--- src/rtl/uc_rr_collector_if.sv ---
// Handshake bundle between the engine UC queues, the collector and the downstream consumer.
// The master side drives engine heads and downstream ready; the slave side is the collector.
interface uc_rr_collector_if #(
   parameter int unsigned NUM_ENG = 4,
   parameter int unsigned LIT_W   = 16,
   parameter int unsigned DEPTH   = 8
);
   localparam int unsigned CNT_W = $clog2(DEPTH) + 1;

   logic                             flush;
   logic                             input_mode;
   logic [NUM_ENG-1:0]               eng_mask;
   logic [NUM_ENG-1:0]               eng_valid;
   logic [NUM_ENG-1:0][LIT_W-1:0]    eng_lit;
   logic [NUM_ENG-1:0]               eng_pop;
   logic [LIT_W-1:0]                 out_lit;
   logic                             out_valid;
   logic                             out_ready;
   logic [LIT_W-1:0]                 gst_lit;
   logic                             gst_valid;
   logic                             conflict;
   logic [LIT_W-1:0]                 conflict_lit;
   logic [CNT_W-1:0]                 count;

   modport master (
      output flush, input_mode, eng_mask, eng_valid, eng_lit, out_ready,
      input  eng_pop, out_lit, out_valid, gst_lit, gst_valid, conflict, conflict_lit, count
   );

   modport slave (
      input  flush, input_mode, eng_mask, eng_valid, eng_lit, out_ready,
      output eng_pop, out_lit, out_valid, gst_lit, gst_valid, conflict, conflict_lit, count
   );
endinterface

--- src/rtl/uc_rr_collector.sv ---
// Collects unit-clause literals from several engine queues into one de-duplicated FIFO,
// dropping duplicates and invalid literals and latching the first polarity conflict.
module uc_rr_collector #(
   parameter int unsigned NUM_ENG = 4,
   parameter int unsigned LIT_W   = 16,
   parameter int unsigned DEPTH   = 8
) (
   input logic                clk,
   input logic                rst,
   uc_rr_collector_if.slave   bus
);
   localparam int unsigned ENG_W = $clog2(NUM_ENG);
   localparam int unsigned PTR_W = $clog2(DEPTH);
   localparam int unsigned CNT_W = PTR_W + 1;
   localparam int unsigned IDX_W = LIT_W - 1;

   logic [LIT_W-1:0]  r_mem [DEPTH];
   logic [PTR_W-1:0]  r_rd_ptr;
   logic [PTR_W-1:0]  r_wr_ptr;
   logic [CNT_W-1:0]  r_count;
   logic              r_conflict;
   logic [LIT_W-1:0]  r_conflict_lit;
   logic [ENG_W-1:0]  r_rr_ptr;

   logic              w_allow;
   logic              w_rr_hit;
   logic [ENG_W-1:0]  w_rr_idx;
   logic              w_mask_onehot;
   logic              w_mask_hit;
   logic [ENG_W-1:0]  w_mask_idx;
   logic              w_grant;
   logic [ENG_W-1:0]  w_gnt_idx;
   logic [LIT_W-1:0]  w_lit;
   logic [LIT_W-1:0]  w_lit_neg;
   logic              w_zero;
   logic              w_dup;
   logic              w_opp;
   logic              w_push;
   logic              w_set_conflict;
   logic              w_pop;

   // A full FIFO blocks grants even if the head leaves this cycle.
   assign w_allow = (r_count < CNT_W'(DEPTH)) && !r_conflict && !bus.flush && !rst;

   // Round-robin search starting at r_rr_ptr; index arithmetic wraps in ENG_W bits.
   always_comb begin
      logic [ENG_W-1:0] cand;
      w_rr_hit = 1'b0;
      w_rr_idx = '0;
      cand     = '0;
      for (int i = 0; i < int'(NUM_ENG); i++) begin
         cand = r_rr_ptr + ENG_W'(i);
         if (!w_rr_hit && bus.eng_valid[cand]) begin
            w_rr_hit = 1'b1;
            w_rr_idx = cand;
         end
      end
   end

   assign w_mask_onehot = (bus.eng_mask != '0) &&
                          ((bus.eng_mask & (bus.eng_mask - NUM_ENG'(1))) == '0);

   always_comb begin
      w_mask_idx = '0;
      for (int k = 0; k < int'(NUM_ENG); k++) begin
         if (bus.eng_mask[k]) w_mask_idx = ENG_W'(k);
      end
   end

   assign w_mask_hit = w_mask_onehot && ((bus.eng_mask & bus.eng_valid) != '0);
   assign w_grant    = w_allow && (bus.input_mode ? w_rr_hit : w_mask_hit);
   assign w_gnt_idx  = bus.input_mode ? w_rr_idx : w_mask_idx;
   assign w_lit      = bus.eng_lit[w_gnt_idx];
   assign w_lit_neg  = {~w_lit[LIT_W-1], w_lit[IDX_W-1:0]};
   assign w_zero     = (w_lit[IDX_W-1:0] == '0);

   // Compare against every occupied slot, including a head leaving this cycle.
   always_comb begin
      logic [PTR_W-1:0] slot;
      w_dup = 1'b0;
      w_opp = 1'b0;
      slot  = '0;
      for (int j = 0; j < int'(DEPTH); j++) begin
         slot = r_rd_ptr + PTR_W'(j);
         if (CNT_W'(j) < r_count) begin
            if (r_mem[slot] == w_lit)     w_dup = 1'b1;
            if (r_mem[slot] == w_lit_neg) w_opp = 1'b1;
         end
      end
   end

   assign w_push         = w_grant && !w_zero && !w_dup && !w_opp;
   assign w_set_conflict = w_grant && !w_zero && !w_dup && w_opp;
   assign w_pop          = (r_count != '0) && bus.out_ready && !bus.flush && !rst;

   assign bus.eng_pop      = w_grant ? (NUM_ENG'(1) << w_gnt_idx) : '0;
   assign bus.gst_valid    = w_push;
   assign bus.gst_lit      = w_push ? w_lit : '0;
   assign bus.out_valid    = (r_count != '0);
   assign bus.out_lit      = (r_count != '0) ? r_mem[r_rd_ptr] : '0;
   assign bus.conflict     = r_conflict;
   assign bus.conflict_lit = r_conflict_lit;
   assign bus.count        = r_count;

   // Storage needs no reset: out_lit is gated by occupancy.
   always_ff @(posedge clk) begin
      if (w_push) r_mem[r_wr_ptr] <= w_lit;
   end

   always_ff @(posedge clk) begin
      if (rst || bus.flush) begin
         r_rd_ptr       <= '0;
         r_wr_ptr       <= '0;
         r_count        <= '0;
         r_conflict     <= 1'b0;
         r_conflict_lit <= '0;
         r_rr_ptr       <= '0;
      end else begin
         if (w_push) r_wr_ptr <= r_wr_ptr + PTR_W'(1);
         if (w_pop)  r_rd_ptr <= r_rd_ptr + PTR_W'(1);
         if (w_push && !w_pop)      r_count <= r_count + CNT_W'(1);
         else if (!w_push && w_pop) r_count <= r_count - CNT_W'(1);
         if (w_set_conflict) begin
            r_conflict     <= 1'b1;
            r_conflict_lit <= w_lit;
         end
         if (w_grant && bus.input_mode) r_rr_ptr <= w_gnt_idx + ENG_W'(1);
      end
   end
endmodule

--- src/flat_wrapper.sv ---
// flat-port wrapper written by rule: the top's interface ports become plain ports
module uc_rr_collector_flat 
#(
   parameter int unsigned NUM_ENG = 4,
   parameter int unsigned LIT_W   = 16,
   parameter int unsigned DEPTH   = 8
)
  (clk, rst, bus_flush, bus_input_mode, bus_eng_mask, bus_eng_valid, bus_eng_lit, bus_out_ready, bus_eng_pop, bus_out_lit, bus_out_valid, bus_gst_lit, bus_gst_valid, bus_conflict, bus_conflict_lit, bus_count);
  uc_rr_collector_if #(.NUM_ENG(NUM_ENG), .LIT_W(LIT_W), .DEPTH(DEPTH)) bus_i ();
  input logic clk;
  input logic rst;
  input wire logic [$bits(bus_i.flush)-1:0] bus_flush;
  input wire logic [$bits(bus_i.input_mode)-1:0] bus_input_mode;
  input wire logic [$bits(bus_i.eng_mask)-1:0] bus_eng_mask;
  input wire logic [$bits(bus_i.eng_valid)-1:0] bus_eng_valid;
  input wire logic [$bits(bus_i.eng_lit)-1:0] bus_eng_lit;
  input wire logic [$bits(bus_i.out_ready)-1:0] bus_out_ready;
  output wire logic [$bits(bus_i.eng_pop)-1:0] bus_eng_pop;
  output wire logic [$bits(bus_i.out_lit)-1:0] bus_out_lit;
  output wire logic [$bits(bus_i.out_valid)-1:0] bus_out_valid;
  output wire logic [$bits(bus_i.gst_lit)-1:0] bus_gst_lit;
  output wire logic [$bits(bus_i.gst_valid)-1:0] bus_gst_valid;
  output wire logic [$bits(bus_i.conflict)-1:0] bus_conflict;
  output wire logic [$bits(bus_i.conflict_lit)-1:0] bus_conflict_lit;
  output wire logic [$bits(bus_i.count)-1:0] bus_count;
  assign bus_i.flush = bus_flush;
  assign bus_i.input_mode = bus_input_mode;
  assign bus_i.eng_mask = bus_eng_mask;
  assign bus_i.eng_valid = bus_eng_valid;
  assign bus_i.eng_lit = bus_eng_lit;
  assign bus_i.out_ready = bus_out_ready;
  assign bus_eng_pop = bus_i.eng_pop;
  assign bus_out_lit = bus_i.out_lit;
  assign bus_out_valid = bus_i.out_valid;
  assign bus_gst_lit = bus_i.gst_lit;
  assign bus_gst_valid = bus_i.gst_valid;
  assign bus_conflict = bus_i.conflict;
  assign bus_conflict_lit = bus_i.conflict_lit;
  assign bus_count = bus_i.count;
  uc_rr_collector #(.NUM_ENG(NUM_ENG), .LIT_W(LIT_W), .DEPTH(DEPTH)) u_core (.clk(clk), .rst(rst), .bus(bus_i));
endmodule
--- config.mk ---
export PLATFORM = sky130hd
export DESIGN_NAME = uc_rr_collector_flat
export DESIGN_NICKNAME = d
export VERILOG_FILES = /design/src/rtl/uc_rr_collector_if.sv /design/src/rtl/uc_rr_collector.sv /design/src/flat_wrapper.sv
export SDC_FILE = /design/constraint.sdc
export NUM_CORES = 1
export LEC_CHECK = 0
export BUFFER_PORTS_ARGS = -buffer_cell sky130_fd_sc_hd__buf_2
export CAP_MARGIN = 5
export CELL_PAD_IN_SITES_DETAIL_PLACEMENT = 1
export CELL_PAD_IN_SITES_GLOBAL_PLACEMENT = 1
export CORE_MARGIN = 2
export CORE_UTILIZATION = 30
export CTS_CLUSTER_DIAMETER = 50
export DETAILED_ROUTE_END_ITERATION = 8
export PLACE_DENSITY_LB_ADDON = 0.1
export SYNTH_ARGS = -nofsm -noshare
export SYNTH_HDL_FRONTEND = slang
export SYNTH_SLANG_ARGS = --single-unit
--- constraint.sdc ---
create_clock -name clk -period 8.5 [get_ports clk]
set_input_delay 0 -clock clk [delete_from_list [all_inputs] [get_ports clk]]
set_output_delay 0 -clock clk [all_outputs]
set_load 0.03 [all_outputs]
# After elaboration in Yosys (flattened, before gate mapping)

Memory sizes are Yosys's and may differ from the RTL's. A register that Yosys moved wholly into a read port is not among the register bits.
Cells that the tools add are included.
Widths: inputs -> output; s select.

Bits in registers: 29
Bits in latches: 0
Bits in writable memories: 128
ROM bits: 0
Word-level logic and storage cells: 157
Memories kept: 1

Add/sub/neg operators: 15
Multiply operators: 0
Div/mod/pow operators: 0
Order comparisons: 14
Equality and inequality tests: 16
Shift operators: 1
Multiplexer cells: 64
Bitwise gates (word level): 3
Reduce and logical (&&, ||, !) cells: 37

Memory list:

| memory       | depth | bits a word | rd ports | clocked after Yosys merged registers in | write ports | RTL line              | source |
|---|---|---|---|---|---|---|---|
| u_core.r_mem | 8     | 16          | 8        | 1                                       | 1           | uc_rr_collector.sv:17 | `logic [LIT_W-1:0] r_mem [DEPTH];` |

Operator list:

| kind                | number |
|---|---|
| $eq 16x16->1        | 16 |
| $mux 16             | 3 |
| $mux 1              | 44 |
| $bmux 16 s2         | 1 |
| $logic_and 1x1->1   | 19 |
| $lt 3x4->1 const A  | 4 |
| $logic_not 15->1    | 1 |
| $lt 2x3->1 const B  | 5 |
| $mux 2              | 7 |
| $add 3x3->3 const B | 4 |
| $mux 4              | 3 |
| $reduce_bool 4->1   | 3 |
| $logic_not 1->1     | 11 |
| $and 4x4->4         | 2 |
| $bmux 1 s2          | 4 |
| $lt 1x4->1 const A  | 2 |
| $lt 2x4->1 const A  | 2 |
| $sub 4x1->4 const B | 2 |
| $add 3x1->3 const B | 2 |
| $add 3x2->3 const B | 2 |
| $mux 3              | 2 |
| $add 2x1->2 const B | 2 |
| $add 2x2->2 const B | 2 |
| $add 4x1->4 const B | 1 |
| 6 further kinds     | 6 |

# Logic depth before layout (Yosys ltp)

Depth after elaboration: 39
Mapped depth: 28

# Worst setup path after synthesis

OpenSTA, ideal clock, no wires.

Path type: register to register
From: reg u_core.r_rd_ptr[0]
To: mem u_core.r_mem[2][0] (enable)
Library setup time: 436 ps
Data arrival time: 6,314 ps
Data required time: 8,064 ps
Setup slack: 1,750 ps
Cell stages (with the launch flop): 23
Buffers on the path: 9
Clock period less this slack: 6,750 ps
Cell sequence: dfxtp_1 buf_6 buf_6 buf_6 buf_4 buf_4 inv_1 ha_1 buf_4 buf_4 buf_2 clkbuf_1 mux4_2 mux2i_1 o21ai_0 o211ai_1 o21ai_0 o2111ai_1 nor2_1 a221o_1 nor4_1 nand2_1 nor4b_1

Word-level cells in the longest chain between the ends: 22
Elaborated cells on any way between the ends: 56
Classes of those cells: 7 x add/sub; 14 x eq/ne; 30 x mux; 4 x reduce/logical; 1 x memory

RTL lines:

| what                           | RTL line               | source |
|---|---|---|
| start: declaration             | uc_rr_collector.sv:18  | `logic [PTR_W-1:0] r_rd_ptr;` |
| start signal: assignment       | uc_rr_collector.sv:120 | `if (w_pop) r_rd_ptr <= r_rd_ptr + PTR_W'(1);` |
| $add 3x1->3                    | uc_rr_collector.sv:84  | `slot = r_rd_ptr + PTR_W'(j);` |
| $mem_v2 8x16 *                 | --                     |  |
| $eq 16x16->1                   | uc_rr_collector.sv:86  | `if (r_mem[slot] == w_lit) w_dup = 1'b1;` |
| $mux 1                         | uc_rr_collector.sv:86  |  |
| $mux 1                         | uc_rr_collector.sv:85  | `if (CNT_W'(j) < r_count) begin` |
| $mux 1                         | uc_rr_collector.sv:86  |  |
| $mux 1                         | uc_rr_collector.sv:85  |  |
| $mux 1                         | uc_rr_collector.sv:86  |  |
| [... 6 more ...]               | --                     |  |
| $mux 1                         | uc_rr_collector.sv:85  |  |
| $mux 1                         | uc_rr_collector.sv:86  |  |
| $mux 1                         | uc_rr_collector.sv:85  |  |
| $logic_not 1->1                | uc_rr_collector.sv:92  | `assign w_push = w_grant && !w_zero && !w_dup && !w_opp;` |
| $logic_and 1x1->1              | uc_rr_collector.sv:92  |  |
| $logic_and 1x1->1 *            | uc_rr_collector.sv:92  |  |
| $mux 1 *                       | uc_rr_collector.sv:107 | `if (w_push) r_mem[r_wr_ptr] <= w_lit;` |
| $mux 1 (not written as such) * | uc_rr_collector.sv:107 |  |
| end: declaration               | uc_rr_collector.sv:17  |  |

Every way passes the cells marked *; elsewhere a longest branch is shown, timed or not.

# Worst setup path in the final report

From: reg u_core.r_rr_ptr[1]
To: reg u_core.r_count[3] (netlist: u_core.bus.count[3])

Word-level cells in the longest chain between the ends: 38
Elaborated cells on any way between the ends: 91
Classes of those cells: 3 x add/sub; 16 x eq/ne; 53 x mux; 1 x bitwise; 18 x reduce/logical

RTL lines:

| what                                                                 | RTL line               | source |
|---|---|---|
| start: declaration                                                   | uc_rr_collector.sv:23  | `logic [ENG_W-1:0] r_rr_ptr;` |
| start signal: assignment                                             | uc_rr_collector.sv:127 | `if (w_grant && bus.input_mode) r_rr_ptr <= w_gnt_idx + ENG_W'(1);` |
| parallel branches: the longest is 34 deep, another holds $add 2x1->2 | --                     |  |
| $logic_and 1x1->1 *                                                  | uc_rr_collector.sv:92  |  |
| $logic_not 1->1                                                      | uc_rr_collector.sv:122 | `else if (!w_push && w_pop) r_count <= r_count - CNT_W'(1);` |
| $logic_and 1x1->1                                                    | uc_rr_collector.sv:122 |  |
| $reduce_bool 2->1 (no source line)                                   | --                     |  |
| end signal: assignment                                               | uc_rr_collector.sv:121 | `if (w_push && !w_pop) r_count <= r_count + CNT_W'(1);` |
| end signal: assignment                                               | uc_rr_collector.sv:122 |  |
| end: declaration                                                     | uc_rr_collector.sv:20  | `logic [CNT_W-1:0] r_count;` |

Every way passes the cells marked *. The select of a mux whose other input is x is not followed.
A chain may end at the register's enable or synchronous reset.

==> flow_metrics.env <==
export IMPL_cts_tree="yes"
export IMPL_overall_power_consumption_mw=2.500
export IMPL_timing_reg2reg_worst_path_depth=18
export IMPL_post_route_util=0.3428
export IMPL_crit_required_ps=8830
export IMPL_die_w_um=230.9
export IMPL_antenna_found_initial=0
export IMPL_grt_pass1_vias=13449
export IMPL_path_type_of_the_worst_min_delay_path="in -> reg"
export IMPL_initialDrtViolationCount=1362
export IMPL_ios=136
export IMPL_power_density_nw_per_um2=142.7
export IMPL_total_number_of_yosys_warnings=0
export IMPL_worst_setup_path_type="reg -> reg"
export IMPL_static_leakage_power_nw=6.170
export IMPL_dp_slack_ps=1510
export IMPL_final_layout_size_suffix_gt1_frac=0.3122
export IMPL_postSynthCellCount=1379
export IMPL_clock_sinks=160
export IMPL_fin_nets=1561
export IMPL_synthArstFlopShare=0
export IMPL_area_growth_pct=13.44
export IMPL_row_count=83
export IMPL_synthesis_area_um2=15440
export IMPL_initial_utilization=0.3022
export IMPL_final_period_minus_worst_setup_slack_ps=7040
export IMPL_dr_total_vias=13494
export IMPL_place_congestion=0.9630
export IMPL_post_drt_via_cell_ratio=6.224
export IMPL_largest_net_degree_at_the_start_of_global_routing=129
export IMPL_cts_htree_levels=4
export IMPL_first_pass_iters=5
export IMPL_antenna_left=0
export IMPL_timing_slew_headroom=0.1570
export IMPL_synth_top_cells_by_area="edfxtp_1 (25%), mux4_2 (23%), mux2i_1 (7.5%), dfxtp_1 (4.1%), xnor2_1 (3.8%)"
export IMPL_timing_setup_tns_ps=0
export IMPL_drcViolationCount=0
export IMPL_filler_cell_count=5648
export IMPL_count_of_input_and_output_buffers=135
export IMPL_cts_max_path_buffers=2
export IMPL_max_cap_violations=0
export IMPL_floorplan_die_height_um=230.9
export IMPL_postSynthRegisterBits=160
export IMPL_finalWirelength_mm=70.95
export IMPL_grt_pass1_wl_mm=102.0
export IMPL_synth_commonest_cells="mux4_2 (160), edfxtp_1 (128), mux2i_1 (116), nor2_1 (67), xnor2_1 (67)"
export IMPL_core_area_um2=51090
export IMPL_most_instantiated_library_cell_after_synthesis="mux4_2"
export IMPL_postLayoutSetupSlackWorst_ps=1460
export IMPL_hold_worst_slack_ps=150.7
export IMPL_final_setup_skew_ps=12.32
export IMPL_overflow=0
export IMPL_synth_avg_cell_area_um2=11.20
export IMPL_timing_final_setup_violations=0
export IMPL_synthesis_nets=1467
export IMPL_count_of_flip_flops_with_a_built_in_enable_after_synthesis=128
export IMPL_detailedPlacementHpwl_mm=54.95
export IMPL_synth_distinct_cells=93
export IMPL_yosysSeqAreaShare=0.2904
export IMPL_max_slew_vio_count=0
export IMPL_cts_root_buf="clkbuf_16"
export IMPL_synth_top_flop_cell="edfxtp_1"
export IMPL_result_of_the_run="finished clean"
export IMPL_cp_max_fo=21
export IMPL_max_freq_mhz=142.0
export IMPL_post_dr_wirelength_cell_um=32.72
export IMPL_worstSetupStartpointType="flop"
export IMPL_grt_use_total=0.2664
export IMPL_overall_die_area_um2=53300
export IMPL_cts_reportedPaths_clkPinSlew_ps=70
export IMPL_hold_viol_final=0
export IMPL_timing_critical_path_arrival_ps=7370
export IMPL_synth_top_area_cell="edfxtp_1"
export IMPL_tightest_slew_ps=1233
export IMPL_post_synth_top_area_fraction=0.2489
export IMPL_whs_path_depth=4
export IMPL_numCtsBuffers=17
export IMPL_clk_latency_ps=460
export IMPL_endpoint_kind="flop"
export IMPL_peak_ir_drop_on_the_vdd_network_uv=97.90
export IMPL_grt_setup_unrepaired="false"
export IMPL_min_period_over_period=0.8283
-- metrics by stage --
step           std cells  area (µm²)
5_1_grt             2166       17510
4_1_cts             2166       17510
2_1_floorplan       1379       15440
3_5_place_dp        2131       16840
3_3_place_gp        2131       16840
6_report            2168       17520
-- final cells by class --
class                   count  area (µm²)  area share
multi-input cells        1060       10210      0.5831
flip-flops and latches    160        4493      0.2565
repair buffers            192        1149     0.06557
well taps                 680       850.8     0.04857
clock buffers              19       432.9     0.02471
clock inverters            13       211.5     0.01207
inverters                  42       160.2    0.009143
diodes                      2       5.005   0.0002857
-- layer usage --
layer  track usage  vias to the layer above  share of wire
met5             0                        -              0
met4       0.09798                        0          0.036
met3       0.04533                       96          0.063
met2        0.4104                      552           0.45
met1        0.3746                     7078           0.45
li1              -                     5768              -
-- report_power, final --
group / leakage [nW] / internal (mW) / switching [mW] / total (mW)
Clock: 0.312 / 0.522 / 0.336 / 0.858
Combinational: 4.44 / 0.235 / 0.518 / 0.754
Sequential: 1.41 / 0.876 / 0.0123 / 0.888
-- cell families after synthesis --
kind of cell / after synthesis / share of synthesized area
simple gates: 361 / 0.1285
mux: 303 / 0.3287
compound gates: 290 / 0.1349
flops: 160 / 0.2904
buf+inv: 159 / 0.05461
xor+xnor: 95 / 0.05389
fa+ha+maj: 11 / 0.008913
-- path summary, 6_finish.rpt --
path / start / end / slack, ps
worst min-delay path: bus_input_mode / u_core.r_rr_ptr[0] / 150
worst max register to register: u_core.r_rr_ptr[1] / u_core.bus.count[3] / 1460
worst max-delay path: u_core.r_rr_ptr[1] / u_core.bus.count[3] / 1460
worst min register to register: u_core.bus.conflict_lit[9] / u_core.bus.conflict_lit[9] / 480
-- state kept, by name (all words and copies together), names as in the netlist, named ones only --
signal	flops
u_core.r_mem	128
u_core.bus.conflict_lit	16
u_core.bus.count	4
u_core.r_rd_ptr	3
u_core.r_wr_ptr	3
u_core.r_rr_ptr	2
u_core.bus.conflict	1
-- worst max-delay path, stage by stage (launching register included) --
cell,delay (ps)
dfxtp_1,520
nand2_1,230
a211oi_1,700
o311ai_0,240
a22oi_1,450
mux2i_2,360
buf_4,320
xnor2_1,260
a2111oi_0,1080
nand4_1,210
o32a_1,290
o2111a_1,380
nand2_1,650
inv_1,130
ha_1,270
or4_1,410
a21oi_1,190
xnor2_1,130
nor2_1,50
-- placed cells by master (no fill, tap or decap), types with 7 or more instances in the layout --
cell type,count
a2111oi_0,9
dfxtp_1,27
and3_1,18
o211ai_1,16
buf_4,51
and4_1,13
a211oi_1,8
o22ai_1,17
nand3_1,46
nor2_1,67
and2_1,18
o221ai_1,7
o31ai_1,22
o21ai_0,59
nand2_1,62
nand4_1,32
xor2_1,28
o2bb2ai_1,7
edfxtp_1,128
a221oi_1,7
a21oi_1,49
mux2i_1,115
ha_1,10
inv_1,37
clkbuf_16,17
nor3_1,30
nor4_1,12
xnor2_1,64
mux2_2,25
mux4_2,160
buf_2,135
or3_1,9
-- repair_timing --
item | 4_1_cts | 5_1_grt
hold endpoints to repair | 6 | 0
setup buffers | 0 | 0
gates resized for setup | 0 | 0
hold buffers | 3 | 0
(Power assumes the default switching activity.)
